**config.mk**
```make
export PLATFORM = sky130hd
export DESIGN_NAME = seg7_spi_rx
export DESIGN_NICKNAME = d
export VERILOG_FILES = /design/src/rtl/seg7_spi_pkg.sv /design/src/rtl/sync_edge.sv /design/src/rtl/seg7_spi_rx.sv
export SDC_FILE = /design/constraint.sdc
export NUM_CORES = 1
export LEC_CHECK = 0
export BUFFER_PORTS_ARGS = -buffer_cell sky130_fd_sc_hd__buf_2
export CORE_MARGIN = 2
export CORE_UTILIZATION = 32
export CTS_BUF_LIST = sky130_fd_sc_hd__clkbuf_8
export DETAILED_ROUTE_END_ITERATION = 12
export GPL_TIMING_DRIVEN = 0
export PLACE_DENSITY_LB_ADDON = 0.05
export SYNTH_ARGS = -nofsm -noshare
export SYNTH_HDL_FRONTEND = slang
export SYNTH_SLANG_ARGS = --single-unit
```
**constraint.sdc**
```tcl
create_clock -name clk -period 2.1 [get_ports clk]
set_input_delay 0.21 -clock clk [delete_from_list [all_inputs] [get_ports clk]]
set_output_delay 0.21 -clock clk [all_outputs]
set_load 0.02 [all_outputs]
```
**src/rtl/seg7_spi_pkg.sv**
```systemverilog
// Shared frame constants, command codes and receiver states for the
// seg7 SPI display-command receiver.
package seg7_spi_pkg;

  localparam int FRAME_BITS = 16;

  localparam logic [7:0] CMD_WRITE = 8'h01;
  localparam logic [7:0] CMD_CTRL  = 8'h02;
  localparam logic [7:0] CMD_SHOW  = 8'h03;

  typedef enum logic [1:0] {
    IDLE  = 2'd0,
    SHIFT = 2'd1,
    CHECK = 2'd2
  } state_t;

  function automatic logic is_valid_cmd(input logic [7:0] cmd);
    return (cmd == CMD_WRITE) || (cmd == CMD_CTRL) || (cmd == CMD_SHOW);
  endfunction

endpackage

```
**src/rtl/sync_edge.sv**
```systemverilog
// Multi-stage synchronizer for one asynchronous input, with rise/fall
// strobes derived from the synchronized level.
module sync_edge #(
  parameter int SYNC_STAGES = 2
) (
  input  logic clk,
  input  logic reset,
  input  logic din,
  output logic sync,
  output logic rise,
  output logic fall
);

  logic [SYNC_STAGES-1:0] chain;
  logic                   prev;

  // Resetting to 0 means a line held low through reset never looks like a
  // falling edge afterwards; it has to be seen high first.
  always_ff @(posedge clk or posedge reset) begin
    if (reset) begin
      chain <= '0;
      prev  <= 1'b0;
    end else begin
      chain <= {chain[SYNC_STAGES-2:0], din};
      prev  <= chain[SYNC_STAGES-1];
    end
  end

  assign sync = chain[SYNC_STAGES-1];
  assign rise = sync & ~prev;
  assign fall = ~sync & prev;

endmodule

```
**src/rtl/seg7_spi_rx.sv**
```systemverilog
// SPI mode-0 slave that receives 16-bit display commands and holds the
// data/blank/test registers feeding the dual 7-segment decoder.
import seg7_spi_pkg::*;

module seg7_spi_rx #(
  parameter int         SYNC_STAGES = 2,
  parameter logic [7:0] RESET_DATA  = 8'h00
) (
  input  logic       clk,
  input  logic       reset,
  input  logic       sclk,
  input  logic       cs_n,
  input  logic       mosi,
  output logic       miso,
  output logic [7:0] data,
  output logic       blank,
  output logic       test,
  output logic       frame_valid,
  output logic       frame_err
);

  localparam logic [4:0] CNT_FULL = 5'(FRAME_BITS);
  localparam logic [4:0] CNT_MAX  = 5'(FRAME_BITS + 1);

  logic sclk_rise, sclk_fall, sclk_lvl_unused;
  logic cs_sync, cs_rise, cs_fall;
  logic [SYNC_STAGES-1:0] mosi_chain;
  logic mosi_s;

  state_t                state;
  logic                  armed;
  logic [4:0]            bit_cnt;
  logic [FRAME_BITS-1:0] shift_reg;
  logic [7:0]            shadow;
  logic [7:0]            cmd, operand;

  sync_edge #(.SYNC_STAGES(SYNC_STAGES)) u_sclk_sync (
    .clk   (clk),
    .reset (reset),
    .din   (sclk),
    .sync  (sclk_lvl_unused),
    .rise  (sclk_rise),
    .fall  (sclk_fall)
  );

  sync_edge #(.SYNC_STAGES(SYNC_STAGES)) u_cs_sync (
    .clk   (clk),
    .reset (reset),
    .din   (cs_n),
    .sync  (cs_sync),
    .rise  (cs_rise),
    .fall  (cs_fall)
  );

  // Same depth as the sclk path so mosi is sampled aligned with the edge.
  always_ff @(posedge clk or posedge reset) begin
    if (reset) mosi_chain <= '0;
    else       mosi_chain <= {mosi_chain[SYNC_STAGES-2:0], mosi};
  end

  assign mosi_s  = mosi_chain[SYNC_STAGES-1];
  assign cmd     = shift_reg[15:8];
  assign operand = shift_reg[7:0];

  // A cs_n rising edge takes priority over any sclk edge in the same cycle.
  always_ff @(posedge clk or posedge reset) begin
    if (reset) begin
      state       <= IDLE;
      armed       <= 1'b0;
      bit_cnt     <= '0;
      shift_reg   <= '0;
      shadow      <= '0;
      miso        <= 1'b0;
      data        <= RESET_DATA;
      blank       <= 1'b1;
      test        <= 1'b0;
      frame_valid <= 1'b0;
      frame_err   <= 1'b0;
    end else begin
      frame_valid <= 1'b0;
      frame_err   <= 1'b0;
      case (state)
        IDLE: begin
          if (cs_sync) armed <= 1'b1;
          if (cs_fall && armed) begin
            bit_cnt   <= '0;
            shift_reg <= '0;
            shadow    <= data;
            miso      <= data[7];
            armed     <= 1'b0;
            state     <= SHIFT;
          end
        end
        SHIFT: begin
          if (cs_rise) begin
            state <= CHECK;
          end else begin
            if (sclk_rise) begin
              shift_reg <= {shift_reg[FRAME_BITS-2:0], mosi_s};
              if (bit_cnt != CNT_MAX) bit_cnt <= bit_cnt + 5'd1;
            end
            if (sclk_fall) begin
              if (bit_cnt < 5'd8) begin
                miso   <= shadow[6];
                shadow <= {shadow[6:0], 1'b0};
              end else begin
                miso <= 1'b0;
              end
            end
          end
        end
        CHECK: begin
          if (bit_cnt == CNT_FULL && is_valid_cmd(cmd)) begin
            case (cmd)
              CMD_WRITE: data <= operand;
              CMD_CTRL: begin
                blank <= operand[0];
                test  <= operand[1];
              end
              default: begin
                data  <= operand;
                blank <= 1'b0;
                test  <= 1'b0;
              end
            endcase
            frame_valid <= 1'b1;
          end else begin
            frame_err <= 1'b1;
          end
          miso  <= 1'b0;
          armed <= 1'b1;
          state <= IDLE;
        end
        default: state <= IDLE;
      endcase
    end
  end

endmodule

```
* Word level (Yosys, flattened, before mapping)
Cells that the tools add are included.
** Cells by class
- Shift-type cells :: 0
- Bitwise operators :: 10
- $add $sub $neg :: 1
- Multipliers :: 0
- Order comparisons :: 1
- Divide/modulo/power cells :: 0
- Reductions and logical operators :: 16
- Muxes and demuxes :: 31
- Eq/ne operators :: 15
** Operator list (number)
- $mux W16 :: 3
- $pmux W16 S2 :: 1
- $mux W7 :: 4
- $mux W5 :: 4
- $eq A8 B2 Y1 const B :: 2
- $ne A2 B2 Y1 const B :: 7
- $pmux W7 S2 :: 1
- $mux W1 :: 10
- $pmux W5 S2 :: 1
- $reduce_and A5 Y1 :: 2
- $eq A8 B1 Y1 const B :: 1
- $reduce_and A4 Y1 :: 2
- $not A1 Y1 :: 6
- $pmux W1 S2 :: 3
- $reduce_and A3 Y1 :: 2
- $add A5 B1 Y5 const B :: 1
- $eq A5 B5 Y1 const B :: 1
- $lt A5 B4 Y1 const B :: 1
- $ne A5 B5 Y1 const B :: 1
- $and A1 B1 Y1 :: 4
- $mux W2 :: 2
- $pmux W2 S2 :: 1
- $reduce_and A2 Y1 :: 2
- $reduce_bool A2 Y1 :: 2
- 8 further kinds :: 10
** Word-level totals
- Register bits :: 52
- Bits in latches :: 0
- Input port bits :: 5
- Memories kept :: 0
- Word-level logic and storage cells :: 90
- ROM bits :: 0
- Bits in writable memories :: 0

* Logic depth before layout (Yosys ltp)
Gate-level depths: netlist (run 1).
- Depth after elaboration :: 6
- Depth in mapped cells :: 8
- Depth with buffers taken out :: 6

* Modules after synthesis
From an unflattened synthesis (run 1), not the netlist that was laid out.
** Unflattened totals
- Cells, all modules :: 210
- Area total of the unflattened synthesis :: 2338.5 um^2
** Modules (own cells, without submodules)
- seg7_spi_rx :: instances 1, seq. area each 1152.4 um^2, area each 2150.8 um^2, cells each 198
- sync_edge :: instances 2, seq. area each 75.1 um^2, area each 93.8 um^2, cells each 6

* Least setup slack after synthesis (run 1)
Ideal clock, no wire load.
- Path kind :: flip-flop to flip-flop
- From :: reg shift_reg[15]
- To :: reg data[0]
- Stages on the path, launching flop included :: 5
- Setup slack :: 0.245 ns
- Period minus slack after synthesis :: 1.855 ns
- Required time :: 1.975 ns
- Path buffers :: 0
- Arrival time :: 1.730 ns
- Cells stage by stage :: dfrtp_1 > or4_4 > nor4_4 > nand3b_4 > mux2_4
** On the way
- Cells in the longest elaborated chain, start to end :: 5
- Elaborated cells on any way between the ends :: 8
- Those cells by class :: 3 x eq/ne; 1 x bitwise; 4 x reduce/logical
** RTL lines
- from (decl) :: line seg7_spi_rx.sv:33 : logic [FRAME_BITS-1:0] shift_reg;
- from (signal assigned) :: line seg7_spi_rx.sv:99 : shift_reg <= {shift_reg[FRAME_BITS-2:0], mosi_s};
- $eq A8 B1 Y1 or $eq A8 B2 Y1 (tied branches) :: line seg7_spi_pkg.sv:18, seg7_spi_rx.sv:114
- $logic_or A1 B1 Y1 (2 in a row) :: line seg7_spi_pkg.sv:18 : return (cmd == CMD_WRITE) || (cmd == CMD_CTRL) || (cmd == CMD_SHOW);
- $logic_and A1 B1 Y1 :: line seg7_spi_rx.sv:113 : if (bit_cnt == CNT_FULL && is_valid_cmd(cmd)) begin
- $reduce_and A3 Y1 (no line) *
- to (signal assigned) :: line seg7_spi_rx.sv:115 : CMD_WRITE: data <= operand;
- to (signal assigned) :: line seg7_spi_rx.sv:121 : data <= operand;
- to (decl) :: line seg7_spi_rx.sv:15 : output logic [7:0] data,
Mark *: on every way between the ends. The rest lies on a longest branch, timed or not.
A chain may end at the register's enable or synchronous reset.

* Worst setup path after layout (run 1)
- From :: reg shift_reg[12]
- To :: reg data[0]
Same word-level chain as after synthesis.

==> impl_metrics.yaml, run 1 <==
status:
  outcome: "finished clean"
drt:
  drt.antenna.violating_nets: 0
  first_iter_violations: 53
  routed_wl_um: 5500
  wire_per_inst_um: 16.1
  first_pass_iters: 4
  vias_per_cell: 4.87
  vias: 1665
  drc: 0
die:
  initial_utilization_pct: 33.1
  coreArea_um2: 7290
  dieArea_um2: 8260
  rows: 31
  die_y_um: 90.9
  fp.dieW_um: 90.9
  ioPinCount: 18
worst_setup_path:
  r2r_slack_ns: 0.07
  r2r-end: "data[0]$_DFFE_PP0P_"
  path_depth: 4
  worst-path-buf-inv: 0
  crit_type: "reg2reg"
  cpMaxStageDelayCell: "or4_4"
  arrival_ns: 2.24
  critPathCapture: "data[0]$_DFFE_PP0P_"
  worstPathCellList: "or4_4 > nor4_4 > nand3b_4 > mux2_4"
  crit_path_max_incr_delay_ns: 0.56
  cp-end-kind: "flop"
  start_kind: "flop"
  cp_max_fo: 8
  r2r-start: "shift_reg[12]$_DFFE_PP0P_"
  path_delay_family: "simple AND/OR/NAND/NOR gates"
  ff2ff_path_depth: 4
  cp_data_required_time_ns: 2.31
  cp-startpoint: "shift_reg[12]$_DFFE_PP0P_"
layout:
  multiInputGateArea_um2: 1030
  regArea_um2: 1300
  final_common_cell: "dfrtp_1"
  drive_gt1_share_pct: 21.8
  area_growth_pct: 15.7
  fillers: 763
  layout.cells.non_filler: 342
  final_cell_mix: "dfrtp_1 (51), nand2_1 (18), inv_1 (18), buf_2 (18), mux2i_1 (17)"
  largest_reg_flops: 16
  nets: 254
  antennaDiodeCount: 0
synth:
  synth_edf_count: 0
  async_reset_ff_share_pct: 100
  synth_area_leaders: "dfrtp_1 (53%), mux2i_1 (7.0%), mux2_2 (4.7%), ha_1 (3.6%), nand2_1 (3.0%)"
  synth_top_area_share_pct: 52.8
  avgSynthCellArea_um2: 11.3
  synth_ff_type: "dfrtp_1"
  syn_inst: 214
  yosys_warnings: 0
  synth.net_count: 226
  ys_ff_latch: 52
  synth.distinct_cells: 43
  synth-seq-area-share_pct: 53.9
  syn-cell-area_um2: 2420
  synth_top_area_cell: "dfrtp_1"
placed_design:
  gp_congestion: 0.731
  place_inst: 331
  port_buffers: 17
  place_hpwl_um: 3700
  place_ws_ns: -0.223
global_route:
  antenna_found_initial: 0
  overflow: 0
  grtUsageTotal_pct: 13.9
  grt_max_degree: 30
  grt_pass1_wl_um: 9000
  grt_pass1_vias: 1674
cts:
  cts_buffers: 5
  clk_latency_ns: 0.31
  cts-root-buf: "clkbuf_8"
  clock_sinks: 52
  clkSlewWorstSetupHoldPaths_ns: 0.10
  cts.htree.levels: 2
  cts_tree: "done"
  cts_max_path_buffers: 2
timing:
  worst_slew_pin_slew_ns: 0.566
  hold_viol: 0
  timing.final.crit_share_pct: 96.7
  slew_headroom_pct: 62.3
  fmax_ghz: 0.493
  rsz0062_at_grt: "no"
  finalSetupViolCount: 0
  finalWorstSetupSlack_ns: 0.0701
  skew_ns: 0.0111
  hold_ws_ns: 0.355
  post-route-min-period_ns: 2.03
  slew_violations: 0
  tns_ns: 0
worst_hold_path:
  hold_path.class: "reg2reg"
power_and_ir_drop:
  powerDensity_nw_per_um2: 1000
  ir_worst_vdd_mv: 0.327
  p_leak_nw: 1.38
  fin_total_pwr_mw: 2.80
run:
  drv_cap: 0
area by class of cell:
cell class	instances	share of cell area [%]
Timing Repair Buffer	22	5.19
Sequential cell	52	46.6
Buffer	9	1.52
Inverter	18	2.42
Multi-Input combinational cell	134	36.7
Clock inverter	3	0.716
Tap cell	99	4.43
Clock buffer	5	2.46
cell usage after synthesis, types with 2 or more instances:
cell / number
a21o_1: 6
a21oi_1: 11
a31oi_1: 6
a32o_1: 3
and3_1: 2
clkbuf_1: 8
dfrtp_1: 51
ha_1: 7
inv_1: 18
mux2_2: 10
mux2i_1: 17
nand2_1: 19
nand2b_1: 3
nand3b_1: 2
nand4_1: 2
nor2_1: 6
nor3_1: 3
nor4_1: 7
o21ai_0: 8
o31ai_1: 2
stage by stage:
step                      cell area, um2  util (%)
after CTS                           2780      38.2
after floorplan                     2420         -
after global placement              2630      36.0
after global routing                2800      38.3
after detailed placement            2650      36.3
final                               2800      38.3
layer usage:
layer / share of wire (%) / global-route usage [%] / vias up
met5: 0 / 0 / -
met4: 0.96 / 3.79 / 0
met3: 2.8 / 2.75 / 4
met2: 46 / 22.1 / 23
met1: 50 / 19.4 / 822
li1: - / - / 816
repair_timing:
action,CTS,global route
endpoints found under the hold margin,25,0
hold buffers,4,0
gates resized for setup,4,7
buffers inserted,0,0
gates cloned,0,0
endpoints found under the setup margin,22,20
cell families after synthesis:
family	share of synthesized area, %
muxes	12.3
DFF	53.9
AOI/OAI and AO/OA	12.6
adders and majority gates	3.62
buffers and inverters	4.40
and+or+nand+nor	13.2
worst min-delay path by stage:
stage | start | end | slack (ns) | cells after the start
finish | u_cs_sync.chain[0]$_DFF_PP0_ | u_cs_sync.chain[1]$_DFF_PP0_ | 0.35 | 0
global route | u_cs_sync.chain[0]$_DFF_PP0_ | u_cs_sync.chain[1]$_DFF_PP0_ | 0.37 | 0
CTS | u_cs_sync.chain[0]$_DFF_PP0_ | u_cs_sync.chain[1]$_DFF_PP0_ | 0.36 | 0
detailed placement | reset | u_cs_sync.chain[1]$_DFF_PP0_ | 0.29 | 2
global placement | cs_n | u_cs_sync.chain[0]$_DFF_PP0_ | 0.32 | 1
floorplan | mosi | mosi_chain[0]$_DFF_PP0_ | 0.24 | 0
where the power goes:
group	switching (mW)	total (mW)	internal [mW]	leakage, nW
registers	0.0988	1.23	1.13	0.685
clock network	0.364	0.597	0.234	0.0455
logic	0.616	0.971	0.354	0.652
total	1.08	2.80	1.72	1.38
Note: power is estimated with default switching activity, not from simulation.
==> inputs of run 2 (changes only) <==
--- a/config.mk
+++ b/config.mk
@@ -7,7 +7,7 @@
 export LEC_CHECK = 0
 export BUFFER_PORTS_ARGS = -buffer_cell sky130_fd_sc_hd__buf_2
 export CORE_MARGIN = 2
-export CORE_UTILIZATION = 32
+export CORE_UTILIZATION = 30
 export CTS_BUF_LIST = sky130_fd_sc_hd__clkbuf_8
 export DETAILED_ROUTE_END_ITERATION = 12
 export GPL_TIMING_DRIVEN = 0
==> impl_metrics.yaml, run 2 (synthesis gave the netlist of run 1 again) <==
status:
  outcome: "finished clean"
timing:
  post-route-min-period_ns: 2.01
  hold_viol: 0
  worst_slew_pin_slew_ns: 0.593
  tns_ns: 0
  slew_violations: 0
  skew_ns: 0.0130
  timing.final.crit_share_pct: 95.9
  fmax_ghz: 0.497
  slew_headroom_pct: 60.4
  rsz0062_at_grt: "yes"
  finalWorstSetupSlack_ns: 0.0869
  finalSetupViolCount: 0
layout:
  regArea_um2: 1300
  drive_gt1_share_pct: 21.4
  fillers: 801
  largest_reg_flops: 16
  area_growth_pct: 15.7
  final_common_cell: "dfrtp_1"
  final_cell_mix: "dfrtp_1 (51), buf_2 (19), nand2_1 (18), inv_1 (18), mux2i_1 (17)"
  layout.cells.non_filler: 345
  nets: 254
  antennaDiodeCount: 0
  multiInputGateArea_um2: 1030
cts:
  cts_buffers: 5
  cts_tree: "done"
  cts.htree.levels: 2
  clkSlewWorstSetupHoldPaths_ns: 0.10
  cts_max_path_buffers: 2
  clk_latency_ns: 0.31
  cts-root-buf: "clkbuf_8"
  post_cts_buffers: 0
  clock_sinks: 52
global_route:
  grtUsageTotal_pct: 13.2
  grt_max_degree: 28
  grt_pass1_vias: 1655
  overflow: 0
  grt_pass1_wl_um: 8830
  antenna_found_initial: 0
drt:
  wire_per_inst_um: 15.4
  routed_wl_um: 5310
  vias: 1674
  first_pass_iters: 4
  drt.antenna.violating_nets: 0
  first_iter_violations: 50
  drc: 0
  vias_per_cell: 4.85
power_and_ir_drop:
  ir_worst_vdd_mv: 0.321
  p_leak_nw: 1.38
  powerDensity_nw_per_um2: 991
  fin_total_pwr_mw: 2.77
worst_setup_path:
  cp_data_required_time_ns: 2.30
  arrival_ns: 2.22
  cp_max_fo: 8
  crit_type: "reg2reg"
  start_kind: "flop"
  cp-end-kind: "flop"
run:
  drv_cap: 0
placed_design:
  place_inst: 334
  place_hpwl_um: 3710
  place_ws_ns: -0.201
  port_buffers: 17
  gp_congestion: 0.696
die:
  die_y_um: 93.7
  dieArea_um2: 8790
  initial_utilization_pct: 31.1
  coreArea_um2: 7770
  fp.dieW_um: 93.7
  rows: 32
  ioPinCount: 18
worst_hold_path:
  hold_path.class: "reg2reg"
==> run 2: cell types whose count changed in the layout (fill, tap and decap cells not counted), sizes merged <==
| cell | change |
|---|---|
| buf | +1 |
| clkbuf | -1 |
==> run 2: power by group <==
group	internal [mW]	total, mW	leakage, nW	switching [mW]
Clock	0.233	0.579	0.0455	0.346
Combinational	0.348	0.960	0.647	0.612
Sequential	1.13	1.23	0.685	0.0984
Total	1.71	2.77	1.38	1.06
==> run 2: per-layer routing <==
metal  up-vias  global-route usage, %  routed length (um)  share of wire (%)
met5         -                      0                   0                  0
met2        23                   21.1                2420                 46
met3         7                   2.73                 161                3.0
li1        819                      -                   -                  -
met1       825                   18.0                2670                 50
met4         0                   3.99                  54                1.0
==> run 2: area by class of cell <==
| class | instances | share of cell area (%) |
|---|---|---|
| Tap cell | 102 | 4.56 |
| Clock buffer | 5 | 2.46 |
| Sequential cell | 52 | 46.6 |
| Inverter | 18 | 2.42 |
| Multi-Input combinational cell | 134 | 36.7 |
| Timing Repair Buffer | 22 | 5.19 |
| Clock inverter | 3 | 0.716 |
| Buffer | 9 | 1.39 |
==> run 2: repair_timing <==
| item | in CTS | in global routing |
|---|---|---|
| setup endpoints to repair | 21 | 19 |
| endpoints found under the hold margin | 27 | 0 |
| hold buffers | 4 | 0 |
| gates resized for setup | 3 | 6 |
==> run 2: final timing paths <==
check / startpoint / depth (start not counted) / slack [ns] / endpoint
max: bit_cnt[3]$_DFFE_PP0P_ / 4 / 0.09 / data[0]$_DFFE_PP0P_
min: u_cs_sync.chain[0]$_DFF_PP0_ / 0 / 0.36 / u_cs_sync.chain[1]$_DFF_PP0_
max reg2reg: bit_cnt[3]$_DFFE_PP0P_ / 4 / 0.09 / data[0]$_DFFE_PP0P_
min reg2reg: u_cs_sync.chain[0]$_DFF_PP0_ / 0 / 0.36 / u_cs_sync.chain[1]$_DFF_PP0_
max in group asynchronous: reset / 4 / 1.03 / shadow[6]$_DFFE_PP0P_
min in group asynchronous: reset / 3 / 0.51 / shift_reg[8]$_DFFE_PP0P_
==> run 2: metrics by stage <==
| stage | cell area (um2) | utilization, % | hold slack, ns |
|---|---|---|---|
| after floorplan | 2420 | - | 0.241 |
| after global placement | 2630 | 33.8 | 0.321 |
| after CTS | 2790 | 35.9 | 0.357 |
| final | 2800 | 36.0 | 0.356 |
| after detailed placement | 2650 | 34.1 | 0.314 |
| after global routing | 2800 | 36.0 | 0.362 |
==> run 2: worst max-delay path, stage by stage (launching register included) <==
cell and delay (ns):
dfrtp_1 0.46, or3b_2 0.55, nor4_4 0.33, nand3b_4 0.23, mux2_4 0.34
==> inputs of run 3 (changes only) <==
--- a/config.mk
+++ b/config.mk
@@ -11,7 +11,7 @@
 export CTS_BUF_LIST = sky130_fd_sc_hd__clkbuf_8
 export DETAILED_ROUTE_END_ITERATION = 12
 export GPL_TIMING_DRIVEN = 0
-export PLACE_DENSITY_LB_ADDON = 0.05
+export PLACE_DENSITY = 0.51
 export SYNTH_ARGS = -nofsm -noshare
 export SYNTH_HDL_FRONTEND = slang
 export SYNTH_SLANG_ARGS = --single-unit
==> impl_metrics.yaml, run 3 (synthesis gave the netlist of run 1 again) <==
status:
  outcome: "finished clean"
worst_setup_path:
  start_kind: "flop"
  r2r_slack_ns: 0.13
  r2r-end: "data[0]$_DFFE_PP0P_"
  r2r-start: "shift_reg[12]$_DFFE_PP0P_"
  cp_data_required_time_ns: 2.30
  ff2ff_path_depth: 4
  cp_max_fo: 8
  critPathCapture: "data[0]$_DFFE_PP0P_"
  crit_type: "reg2reg"
  cp-end-kind: "flop"
  cp-startpoint: "shift_reg[12]$_DFFE_PP0P_"
  arrival_ns: 2.17
run:
  drv_cap: 0
cts:
  cts_buffers: 5
  clkSlewWorstSetupHoldPaths_ns: 0.10
  cts_max_path_buffers: 2
  cts-root-buf: "clkbuf_8"
  cts_tree: "done"
  clk_latency_ns: 0.31
  clock_sinks: 52
  cts.htree.levels: 2
placed_design:
  place_hpwl_um: 3560
  place_inst: 334
  gp_congestion: 0.755
  port_buffers: 17
  place_ws_ns: -0.196
die:
  die_y_um: 93.7
  fp.dieW_um: 93.7
  coreArea_um2: 7770
  dieArea_um2: 8790
  initial_utilization_pct: 31.1
  ioPinCount: 18
  rows: 32
layout:
  layout.cells.non_filler: 346
  antennaDiodeCount: 0
  nets: 255
  final_cell_mix: "dfrtp_1 (48), nand2_1 (18), buf_2 (18)"
  fillers: 792
  final_util_pct: 36.5
  final_common_cell: "dfrtp_1"
  area_growth_pct: 17.4
  largest_reg_flops: 16
  drive_gt1_share_pct: 23.8
power_and_ir_drop:
  p_leak_nw: 1.39
  ir_worst_vdd_mv: 0.503
  powerDensity_nw_per_um2: 1020
global_route:
  grt_pass1_wl_um: 8500
  overflow: 0
  antenna_found_initial: 0
  grtUsageTotal_pct: 12.4
  grt_max_degree: 41
  grt_pass1_vias: 1644
timing:
  tns_ns: 0
  fmax_ghz: 0.508
  post-route-min-period_ns: 1.97
  rsz0062_at_grt: "no"
  slew_headroom_pct: 62.3
  slew_violations: 0
  finalWorstSetupSlack_ns: 0.131
  timing.final.crit_share_pct: 93.7
  hold_viol: 0
  skew_ns: 0.00888
  finalSetupViolCount: 0
  worst_slew_pin_slew_ns: 0.566
drt:
  drt.antenna.violating_nets: 0
  vias_per_cell: 4.86
  first_iter_violations: 88
  vias: 1680
  first_pass_iters: 4
  wire_per_inst_um: 14.9
  routed_wl_um: 5150
  drc: 0
worst_hold_path:
  hold_path.class: "reg2reg"
==> run 3: how the worst min path moves through the flow <==
stage                                         from                             end  slack (ns)  cells after the start
global placement                              mosi         mosi_chain[0]$_DFF_PP0_        0.32                      1
detailed placement                           reset        u_cs_sync.prev$_DFF_PP0_        0.19                      2
CTS                   u_cs_sync.chain[0]$_DFF_PP0_    u_cs_sync.chain[1]$_DFF_PP0_        0.36                      0
floorplan                                     mosi         mosi_chain[0]$_DFF_PP0_        0.24                      0
finish                u_cs_sync.chain[0]$_DFF_PP0_    u_cs_sync.chain[1]$_DFF_PP0_        0.35                      0
global route        u_sclk_sync.chain[0]$_DFF_PP0_  u_sclk_sync.chain[1]$_DFF_PP0_        0.37                      0
==> run 3: metrics by stage <==
step	hold slack, ns	power, mW	area (um2)
3_5_place_dp	0.188	2.18	2650
3_3_place_gp	0.321	2.15	2630
2_1_floorplan	0.241	1.91	2420
5_1_grt	0.366	3.07	2840
6_report	0.355	2.89	2840
4_1_cts	0.358	2.91	2810
==> run 3: metal layers <==
layer / GRT usage (%) / vias to the layer above / wire, um
met5: 0 / - / 0
met3: 2.65 / 4 / 205
met2: 19.6 / 30 / 2460
met1: 17.4 / 829 / 2450
met4: 3.26 / 0 / 33
li1: - / 817 / -
==> run 3: layout make-up <==
cell class | count | area [um2] | area share, %
clock inverters | 3 | 42.5 | 1.50
plain buffers | 9 | 42.5 | 1.50
inverters | 18 | 67.6 | 2.38
well taps | 102 | 128 | 4.50
flip-flops and latches | 52 | 1310 | 46.1
clock buffers | 5 | 68.8 | 2.43
repair buffers | 23 | 153 | 5.38
multi-input cells | 134 | 1030 | 36.3
==> run 3: power by group <==
part | internal [mW] | switching (mW)
sequential | 1.13 | 0.101
clock | 0.353 | 0.342
combinational | 0.355 | 0.608
total | 1.84 | 1.05
==> run 3: repair_timing <==
item	4_1_cts	5_1_grt
pin swaps	0	3
resized for setup	4	12
hold endpoints to repair	15	0
hold buffers	4	0
setup buffers	0	1
endpoints found under the setup margin	22	23
==> run 3: critical path: stages, from the launching register on <==
cell and delay (ns):
dfrtp_1 0.41, or4_4 0.56, nor4_4 0.33, nand3b_4 0.22, mux2_4 0.34
